$ cat config.mk
export PLATFORM = sky130hd
export DESIGN_NAME = ysyx_040750_clint_flat
export DESIGN_NICKNAME = d
export VERILOG_FILES = /design/src/rtl/ysyx_040750_clint_pkg.sv /design/src/rtl/ysyx_040750_clint_if.sv /design/src/rtl/ysyx_040750_clint_mtime.sv /design/src/rtl/ysyx_040750_clint.sv /design/src/flat_wrapper.sv
export SDC_FILE = /design/constraint.sdc
export NUM_CORES = 1
export LEC_CHECK = 0
export BUFFER_PORTS_ARGS = -buffer_cell sky130_fd_sc_hd__buf_2
export CAP_MARGIN = 20
export CORE_MARGIN = 8
export CORE_UTILIZATION = 57
export DETAILED_ROUTE_END_ITERATION = 10
export HOLD_SLACK_MARGIN = 0.1
export PLACE_DENSITY = 0.82
export SETUP_SLACK_MARGIN = 0.02
export SYNTH_ARGS = -nofsm -noshare
export SYNTH_HDL_FRONTEND = slang
export SYNTH_SLANG_ARGS = --single-unit
$ cat constraint.sdc
create_clock -name I_sys_clk -period 3.7 [get_ports I_sys_clk]
set_input_delay 0.74 -clock I_sys_clk [delete_from_list [all_inputs] [get_ports I_sys_clk]]
set_output_delay 0.74 -clock I_sys_clk [all_outputs]
set_load 0.01 [all_outputs]
$ cat src/rtl/ysyx_040750_clint_pkg.sv
// ---------------------------------------------------------------------------
// ysyx_040750_clint_pkg
//   Shared constants and helpers for the core-local interruptor (CLINT).
//   - Register offsets inside the CLINT window and the window base address
//     used by the LSU bus decoder.
//   - Reset value of mtimecmp.
//   - Request/response FSM state encoding.
//   - Offset decoder and byte-lane merge helper.
// ---------------------------------------------------------------------------
package ysyx_040750_clint_pkg;

  localparam logic [15:0] MSIP_OFF     = 16'h0000;
  localparam logic [15:0] MTIMECMP_OFF = 16'h4000;
  localparam logic [15:0] MTIME_OFF    = 16'hBFF8;

  localparam logic [63:0] MTIMECMP_RST = 64'hFFFF_FFFF_FFFF_FFFF;
  localparam logic [63:0] CLINT_BASE   = 64'h0000_0000_0200_0000;

  typedef enum logic {
    IDLE = 1'b0,
    RESP = 1'b1
  } clint_state_e;

  typedef enum logic [1:0] {
    REG_MSIP,
    REG_MTIMECMP,
    REG_MTIME,
    REG_NONE
  } clint_reg_e;

  // Maps a byte offset onto a register; anything else is unmapped.
  function automatic clint_reg_e decode_off(input logic [15:0] off);
    clint_reg_e r;
    case (off)
      MSIP_OFF:     r = REG_MSIP;
      MTIMECMP_OFF: r = REG_MTIMECMP;
      MTIME_OFF:    r = REG_MTIME;
      default:      r = REG_NONE;
    endcase
    return r;
  endfunction

  // Per-byte merge: lane i takes the new byte when its strobe is set.
  function automatic logic [63:0] merge_bytes(input logic [63:0] old_val,
                                              input logic [63:0] new_val,
                                              input logic [7:0]  wmask);
    logic [63:0] res;
    for (int i = 0; i < 8; i++) begin
      res[8*i +: 8] = wmask[i] ? new_val[8*i +: 8] : old_val[8*i +: 8];
    end
    return res;
  endfunction

endpackage

$ cat src/rtl/ysyx_040750_clint_if.sv
// ---------------------------------------------------------------------------
// ysyx_040750_clint_if
//   Single-outstanding MMIO request/response port between the LSU bus
//   decoder (master) and the CLINT (slave).
//   Request : I_req_valid / O_req_ready, I_req_wen, I_req_addr (16-bit byte
//             offset), I_req_wdata (64), I_req_wmask (8 byte strobes).
//   Response: O_rsp_valid / I_rsp_ready, O_rsp_rdata (64), O_rsp_err.
//   Signal names keep the I_/O_ prefixes as seen from the CLINT side.
// ---------------------------------------------------------------------------
interface ysyx_040750_clint_if;

  logic        I_req_valid;
  logic        O_req_ready;
  logic        I_req_wen;
  logic [15:0] I_req_addr;
  logic [63:0] I_req_wdata;
  logic [7:0]  I_req_wmask;
  logic        O_rsp_valid;
  logic        I_rsp_ready;
  logic [63:0] O_rsp_rdata;
  logic        O_rsp_err;

  modport master (
    output I_req_valid, I_req_wen, I_req_addr, I_req_wdata, I_req_wmask,
    output I_rsp_ready,
    input  O_req_ready, O_rsp_valid, O_rsp_rdata, O_rsp_err
  );

  modport slave (
    input  I_req_valid, I_req_wen, I_req_addr, I_req_wdata, I_req_wmask,
    input  I_rsp_ready,
    output O_req_ready, O_rsp_valid, O_rsp_rdata, O_rsp_err
  );

endinterface

$ cat src/rtl/ysyx_040750_clint_mtime.sv
// ---------------------------------------------------------------------------
// ysyx_040750_clint_mtime
//   Free-running machine timer: a prescaler that emits one tick every
//   TICK_DIV core clocks and a 64-bit mtime counter advanced on each tick.
//   Ports:
//     clk, rst_n : core clock, asynchronous active-low reset
//     wen        : software write to mtime this cycle
//     wmask      : byte strobes of the write
//     wdata      : write data, byte lanes aligned to the 8-byte word
//     mtime      : current counter value
//     tick       : prescaler terminal count (mtime advances this cycle)
// ---------------------------------------------------------------------------
module ysyx_040750_clint_mtime
  import ysyx_040750_clint_pkg::*;
#(
  parameter int unsigned TICK_DIV = 1
) (
  input  logic        clk,
  input  logic        rst_n,
  input  logic        wen,
  input  logic [7:0]  wmask,
  input  logic [63:0] wdata,
  output logic [63:0] mtime,
  output logic        tick
);

  localparam logic [15:0] DIV_LAST = 16'(TICK_DIV - 1);

  logic [15:0] presc_q;
  logic        sw_wr;

  assign tick = (presc_q == DIV_LAST);

  // An all-zero strobe carries no bytes, so it must not suppress a tick.
  assign sw_wr = wen && (wmask != 8'h00);

  always_ff @(posedge clk or negedge rst_n) begin
    if (!rst_n) begin
      presc_q <= 16'd0;
    end else if (tick) begin
      presc_q <= 16'd0;
    end else begin
      presc_q <= presc_q + 16'd1;
    end
  end

  // Software write has priority over the tick increment.
  always_ff @(posedge clk or negedge rst_n) begin
    if (!rst_n) begin
      mtime <= 64'd0;
    end else if (sw_wr) begin
      mtime <= merge_bytes(mtime, wdata, wmask);
    end else if (tick) begin
      mtime <= mtime + 64'd1;
    end
  end

endmodule

$ cat src/rtl/ysyx_040750_clint.sv
// ---------------------------------------------------------------------------
// ysyx_040750_clint
//   Core-local interruptor: holds msip, mtimecmp and mtime and serves them
//   over a single-outstanding MMIO port.
//   Register map (byte offsets): 0x0000 msip (bit 0), 0x4000 mtimecmp,
//   0xBFF8 mtime. Misaligned or unmapped offsets answer with O_rsp_err.
//   Ports:
//     I_sys_clk, I_rst_n : core clock, asynchronous active-low reset
//     bus                : MMIO request/response port (slave side)
//     O_mtip             : registered (mtime >= mtimecmp), unsigned
//     O_msip             : software interrupt pending bit
//     O_mtime            : live mtime, feeds the time CSR
// ---------------------------------------------------------------------------
module ysyx_040750_clint
  import ysyx_040750_clint_pkg::*;
#(
  parameter int unsigned TICK_DIV = 1
) (
  input  logic                    I_sys_clk,
  input  logic                    I_rst_n,
  ysyx_040750_clint_if.slave      bus,
  output logic                    O_mtip,
  output logic                    O_msip,
  output logic [63:0]             O_mtime
);

  clint_state_e state_q, state_d;
  clint_reg_e   sel;

  logic        accept;
  logic        err;
  logic        wr;
  logic [63:0] rd_val;

  logic        msip_q;
  logic [63:0] mtimecmp_q;
  logic        mtip_q;
  logic [63:0] mtime;
  logic        tick_unused;

  logic [63:0] rdata_q;
  logic        err_q;

  // ---- request decode ----
  assign sel    = decode_off(bus.I_req_addr);
  assign err    = (bus.I_req_addr[2:0] != 3'b000) || (sel == REG_NONE);
  assign accept = bus.I_req_valid && (state_q == IDLE);
  assign wr     = accept && bus.I_req_wen && !err;

  always_comb begin
    rd_val = 64'd0;
    case (sel)
      REG_MSIP:     rd_val = {63'd0, msip_q};
      REG_MTIMECMP: rd_val = mtimecmp_q;
      REG_MTIME:    rd_val = mtime;
      default:      rd_val = 64'd0;
    endcase
  end

  // ---- request/response FSM ----
  always_ff @(posedge I_sys_clk or negedge I_rst_n) begin
    if (!I_rst_n) begin
      state_q <= IDLE;
    end else begin
      state_q <= state_d;
    end
  end

  always_comb begin
    state_d         = state_q;
    bus.O_req_ready = 1'b0;
    case (state_q)
      IDLE: begin
        bus.O_req_ready = 1'b1;
        if (bus.I_req_valid) state_d = RESP;
      end
      RESP: begin
        if (bus.I_rsp_ready) state_d = IDLE;
      end
      default: state_d = IDLE;
    endcase
  end

  // Response payload is captured at accept from pre-write register values
  // and held untouched for the whole RESP phase.
  always_ff @(posedge I_sys_clk or negedge I_rst_n) begin
    if (!I_rst_n) begin
      rdata_q <= 64'd0;
      err_q   <= 1'b0;
    end else if (accept) begin
      err_q   <= err;
      rdata_q <= (!bus.I_req_wen && !err) ? rd_val : 64'd0;
    end
  end

  assign bus.O_rsp_valid = (state_q == RESP);
  assign bus.O_rsp_rdata = rdata_q;
  assign bus.O_rsp_err   = err_q;

  // ---- msip / mtimecmp registers ----
  always_ff @(posedge I_sys_clk or negedge I_rst_n) begin
    if (!I_rst_n) begin
      msip_q <= 1'b0;
    end else if (wr && (sel == REG_MSIP) && bus.I_req_wmask[0]) begin
      msip_q <= bus.I_req_wdata[0];
    end
  end

  always_ff @(posedge I_sys_clk or negedge I_rst_n) begin
    if (!I_rst_n) begin
      mtimecmp_q <= MTIMECMP_RST;
    end else if (wr && (sel == REG_MTIMECMP)) begin
      mtimecmp_q <= merge_bytes(mtimecmp_q, bus.I_req_wdata, bus.I_req_wmask);
    end
  end

  // ---- timer ----
  ysyx_040750_clint_mtime #(
    .TICK_DIV (TICK_DIV)
  ) u_mtime (
    .clk   (I_sys_clk),
    .rst_n (I_rst_n),
    .wen   (wr && (sel == REG_MTIME)),
    .wmask (bus.I_req_wmask),
    .wdata (bus.I_req_wdata),
    .mtime (mtime),
    .tick  (tick_unused)
  );

  // Compare result is registered, so O_mtip trails register changes by one
  // cycle; it drops only once mtimecmp (or mtime) moves the compare false.
  always_ff @(posedge I_sys_clk or negedge I_rst_n) begin
    if (!I_rst_n) begin
      mtip_q <= 1'b0;
    end else begin
      mtip_q <= (mtime >= mtimecmp_q);
    end
  end

  assign O_mtip  = mtip_q;
  assign O_msip  = msip_q;
  assign O_mtime = mtime;

endmodule

$ cat src/flat_wrapper.sv
// flat-port wrapper written by rule: the top's interface ports become plain ports
module ysyx_040750_clint_flat import ysyx_040750_clint_pkg::*;
#(
  parameter int unsigned TICK_DIV = 1
)
  (I_sys_clk, I_rst_n, O_mtip, O_msip, O_mtime, bus_I_req_valid, bus_I_req_wen, bus_I_req_addr, bus_I_req_wdata, bus_I_req_wmask, bus_I_rsp_ready, bus_O_req_ready, bus_O_rsp_valid, bus_O_rsp_rdata, bus_O_rsp_err);
  ysyx_040750_clint_if bus_i ();
  input  logic I_sys_clk;
  input  logic I_rst_n;
  output logic O_mtip;
  output logic O_msip;
  output logic [63:0] O_mtime;
  input wire logic [$bits(bus_i.I_req_valid)-1:0] bus_I_req_valid;
  input wire logic [$bits(bus_i.I_req_wen)-1:0] bus_I_req_wen;
  input wire logic [$bits(bus_i.I_req_addr)-1:0] bus_I_req_addr;
  input wire logic [$bits(bus_i.I_req_wdata)-1:0] bus_I_req_wdata;
  input wire logic [$bits(bus_i.I_req_wmask)-1:0] bus_I_req_wmask;
  input wire logic [$bits(bus_i.I_rsp_ready)-1:0] bus_I_rsp_ready;
  output wire logic [$bits(bus_i.O_req_ready)-1:0] bus_O_req_ready;
  output wire logic [$bits(bus_i.O_rsp_valid)-1:0] bus_O_rsp_valid;
  output wire logic [$bits(bus_i.O_rsp_rdata)-1:0] bus_O_rsp_rdata;
  output wire logic [$bits(bus_i.O_rsp_err)-1:0] bus_O_rsp_err;
  assign bus_i.I_req_valid = bus_I_req_valid;
  assign bus_i.I_req_wen = bus_I_req_wen;
  assign bus_i.I_req_addr = bus_I_req_addr;
  assign bus_i.I_req_wdata = bus_I_req_wdata;
  assign bus_i.I_req_wmask = bus_I_req_wmask;
  assign bus_i.I_rsp_ready = bus_I_rsp_ready;
  assign bus_O_req_ready = bus_i.O_req_ready;
  assign bus_O_rsp_valid = bus_i.O_rsp_valid;
  assign bus_O_rsp_rdata = bus_i.O_rsp_rdata;
  assign bus_O_rsp_err = bus_i.O_rsp_err;
  ysyx_040750_clint #(.TICK_DIV(TICK_DIV)) u_core (.I_sys_clk(I_sys_clk), .I_rst_n(I_rst_n), .bus(bus_i), .O_mtip(O_mtip), .O_msip(O_msip), .O_mtime(O_mtime));
endmodule
==> impl_metrics.yaml <==
floorplan:
  initial_utilization_pct: 57.8
  rows: 53
  boundaryPins: 226
  fp.dieW_um: 161
  dieHeight_um: 161
  dieArea_um2: 26100
  coreArea_um2: 20900
detailed_routing:
  initialDrtViolationCount: 1110
  drt_pass1_iterations: 6
  met2_length_mm: 17.7
  drt_wl_total_mm: 37.3
  vias: 11500
  drc: 0
  ant_nets: 0
  drt-vias-per-instance: 6.39
  drt-met1-wl_mm: 15.1
  highest_layer: "met5"
  wl_per_cell_um: 20.8
  wl_met3_mm: 3.34
critical_path:
  start_kind: "flop"
  max_stage_delay_ns: 0.62
  cp.arrival_ns: 3.41
  end_kind: "flop"
  crit_chain: "nand3_2 -> nor4_4 -> nand3_2 -> or3_1 -> or3_1 -> a31o_2"
  cp.required_ns: 4.10
  cp_slowest_cell: "nor4_4"
  crit_type: "flop to flop"
  cp_max_fo: 9
synth:
  synth_area_um2: 12100
  ys_types: 73
  ys_ff_latch: 212
  syn_avg_cell_area_um2: 9.40
  synth_top_area_share_pct: 30.7
  synth_top_cells_by_area: "dfrtp_1 31%, dfstp_2 14%, ha_1 6.9%"
  ys_async_sr_fraction_pct: 100
  synth_nets: 1444
  synth_area_leader_cell: "dfrtp_1"
  synth_ff_type: "dfrtp_1"
  yosys_warnings: 0
  ys_seq_area_share_pct: 44.6
  synth_edf_count: 0
  netlist_instances: 1284
timing:
  clock_skew_ns: 0.00975
  worstMarginPinSlew_ns: 0.999
  fmax_mhz: 332
  finalSetupViolCount: 0
  whs_ns: 0.300
  fin_crit_sh_pct: 81.3
  drv_slew: 0
  relSlewSlack_pct: 33.4
  post-route-min-period_ns: 3.01
  rsz0062_at_grt: "no"
  tns_ns: 0
  hold_viol: 0
placed_design:
  portBuffers: 225
  hpwl_mm: 27.4
  place.gp.congestion: 0.914
grt:
  grt_antenna_before_repair: 2
  grt_pass1_wl_mm: 60.1
  grt.total_usage_pct: 28.0
  grt_start_max_net_pins: 116
  grt_pass1_vias: 11500
  grt_overflow: 0
run_status:
  status: "finished clean"
cts:
  clockRootBuffer: "clkbuf_16"
  ctsHoldBuffers: 0
  clk-insertion-delay-late_ns: 0.52
  clock-sinks: 212
  cts-htree-levels: 1
  cts_resized: 0
  cts_setup_buffers: 0
  cts.clk_slew.worst_paths_ns: 0.06
  cts_made_buffers: 24
  clockBufferDepth: 3
  cts_tree: "done"
finish:
  fill_cells: 1668
  diodes: 0
  syn2layout_area_growth_pct: 19.8
  multi_input_area_um2: 6160
  drive_above_1_share_pct: 29.2
  seq_area_um2: 5390
  fin_nets: 1664
worst_hold_path:
  hold_class: "primary input to async pin"
pwr:
  power_uw: 5220
  leakage_uw: 0.00648
  powerDensity_nw_per_um2: 361
  irDropWorstVdd_uv: 310
flow_run:
  max_cap_violations: 0
critical path, delay by kind of cell (launching register included):
family	cells	cell delay [ns]
AND/OR/NAND/NOR	5	2.11
AO/OA/AOI/OAI	1	0.24
flip-flops	1	0.54
final cells by class:
class / count / area share (%)
multi-input cells: 931 / 42.7
repair buffers: 250 / 9.50
clock buffers: 36 / 5.17
flip-flops and latches: 212 / 37.3
inverters: 85 / 2.21
well taps: 275 / 2.38
clock inverters: 8 / 0.823
routing by layer:
layer / vias to the layer above / GRT usage, %
met4: 4 / 9.39
met5: - / 0
li1: 5166 / -
met2: 607 / 46.4
met1: 5614 / 36.0
met3: 98 / 5.65
metrics by stage:
| step | setup WS [ns] | std cells | area, um^2 | util [%] |
|---|---|---|---|---|
| final | 0.691 | 1797 | 14500 | 69.2 |
| after global routing | 0.555 | 1797 | 14500 | 69.2 |
| after CTS | 0.716 | 1797 | 14500 | 69.2 |
| after detailed placement | 0.554 | 1753 | 13600 | 65.0 |
| after global placement | 0.502 | 1753 | 13600 | 65.0 |
| after floorplan | 0.890 | 1284 | 12100 | - |
worst paths after layout:
check	endpoint	slack [ns]	start	cells after the start
worst min-delay path	u_core.bus.O_rsp_rdata[28]	0.30	I_rst_n	1
min in group I_sys_clk	u_core.bus.O_rsp_valid	0.41	bus_I_rsp_ready	2
max in group asynchronous	u_core.mtimecmp_q[1]	2.51	I_rst_n	2
worst max-delay path	u_core.u_mtime.mtime[59]	0.69	u_core.u_mtime.mtime[2]	6
worst min register to register	u_core.bus.O_rsp_rdata[12]	0.47	u_core.bus.O_rsp_rdata[12]	2
worst max register to register	u_core.u_mtime.mtime[59]	0.69	u_core.u_mtime.mtime[2]	6
synth_stat cells (18+ instances only):
cell type and number:
nand2_1 154, dfrtp_1 148, o21ai_0 101, inv_1 85
a21oi_1 72, ha_1 67, dfstp_2 64, a22oi_1 63
mux2_2 63, nand3_1 60, nor2_1 54, clkbuf_1 44
nand4_1 36, nor3_1 27, and3_1 18
cells in the final DEF, fill, tap and decap left out, types with 4 or more instances in the layout:
cell,Yosys,layout
a21o_1,8,8
clkbuf_16,0,25
mux2i_1,5,5
a211oi_1,13,13
buf_12,0,4
nand2_1,154,153
clkbuf_8,0,9
nor3b_1,4,4
clkinv_2,0,4
buf_2,7,224
o21ai_0,101,101
inv_1,85,85
a31o_2,4,4
o22ai_1,8,8
nor2_1,54,53
ha_1,67,67
and3_1,18,18
nor3_1,27,26
nor4_1,17,17
buf_4,0,21
dfstp_2,64,64
a21oi_1,72,72
o21a_1,6,6
nand4_1,36,36
nand3_1,60,59
mux2_2,63,63
xor2_1,4,4
or3_1,16,15
dfrtp_1,148,148
or4_1,8,8
o31ai_1,7,7
and2_1,11,10
o211ai_1,13,13
xnor2_1,13,13
a31oi_1,7,7
a22oi_1,63,63
o22a_1,4,4
and4_1,10,10
o32ai_1,4,4
kinds of logic after synthesis:
kind of cell	count (synthesis)	synth area share [%]
and+or+nand+nor	437	18.4
AOI/OAI and AO/OA	342	18.1
DFF	212	44.6
buffers and inverters	141	4.46
muxes	68	6.30
adders and majority gates	67	6.95
xor gates and xnor gates	17	1.23
sequential cells by signal, indices dropped and copies added (netlist names):
signal                  cells
u_core.bus.O_rsp_err        1
u_core.mtimecmp_q          64
u_core.u_mtime.mtime       64
u_core.u_mtime.presc_q     16
u_core.bus.O_rsp_valid      1
u_core.O_mtip               1
u_core.bus.O_rsp_rdata     64
u_core.O_msip               1
where the power goes:
group	internal, uW	total (uW)	switching [uW]	leakage [uW]
clock	1600	2570	970	0.000432
combinational	88.2	271	182	0.00345
sequential	2340	2380	37.7	0.00260
total	4030	5220	1190	0.00648
No activity file was read; power rests on OpenSTA's default activity.
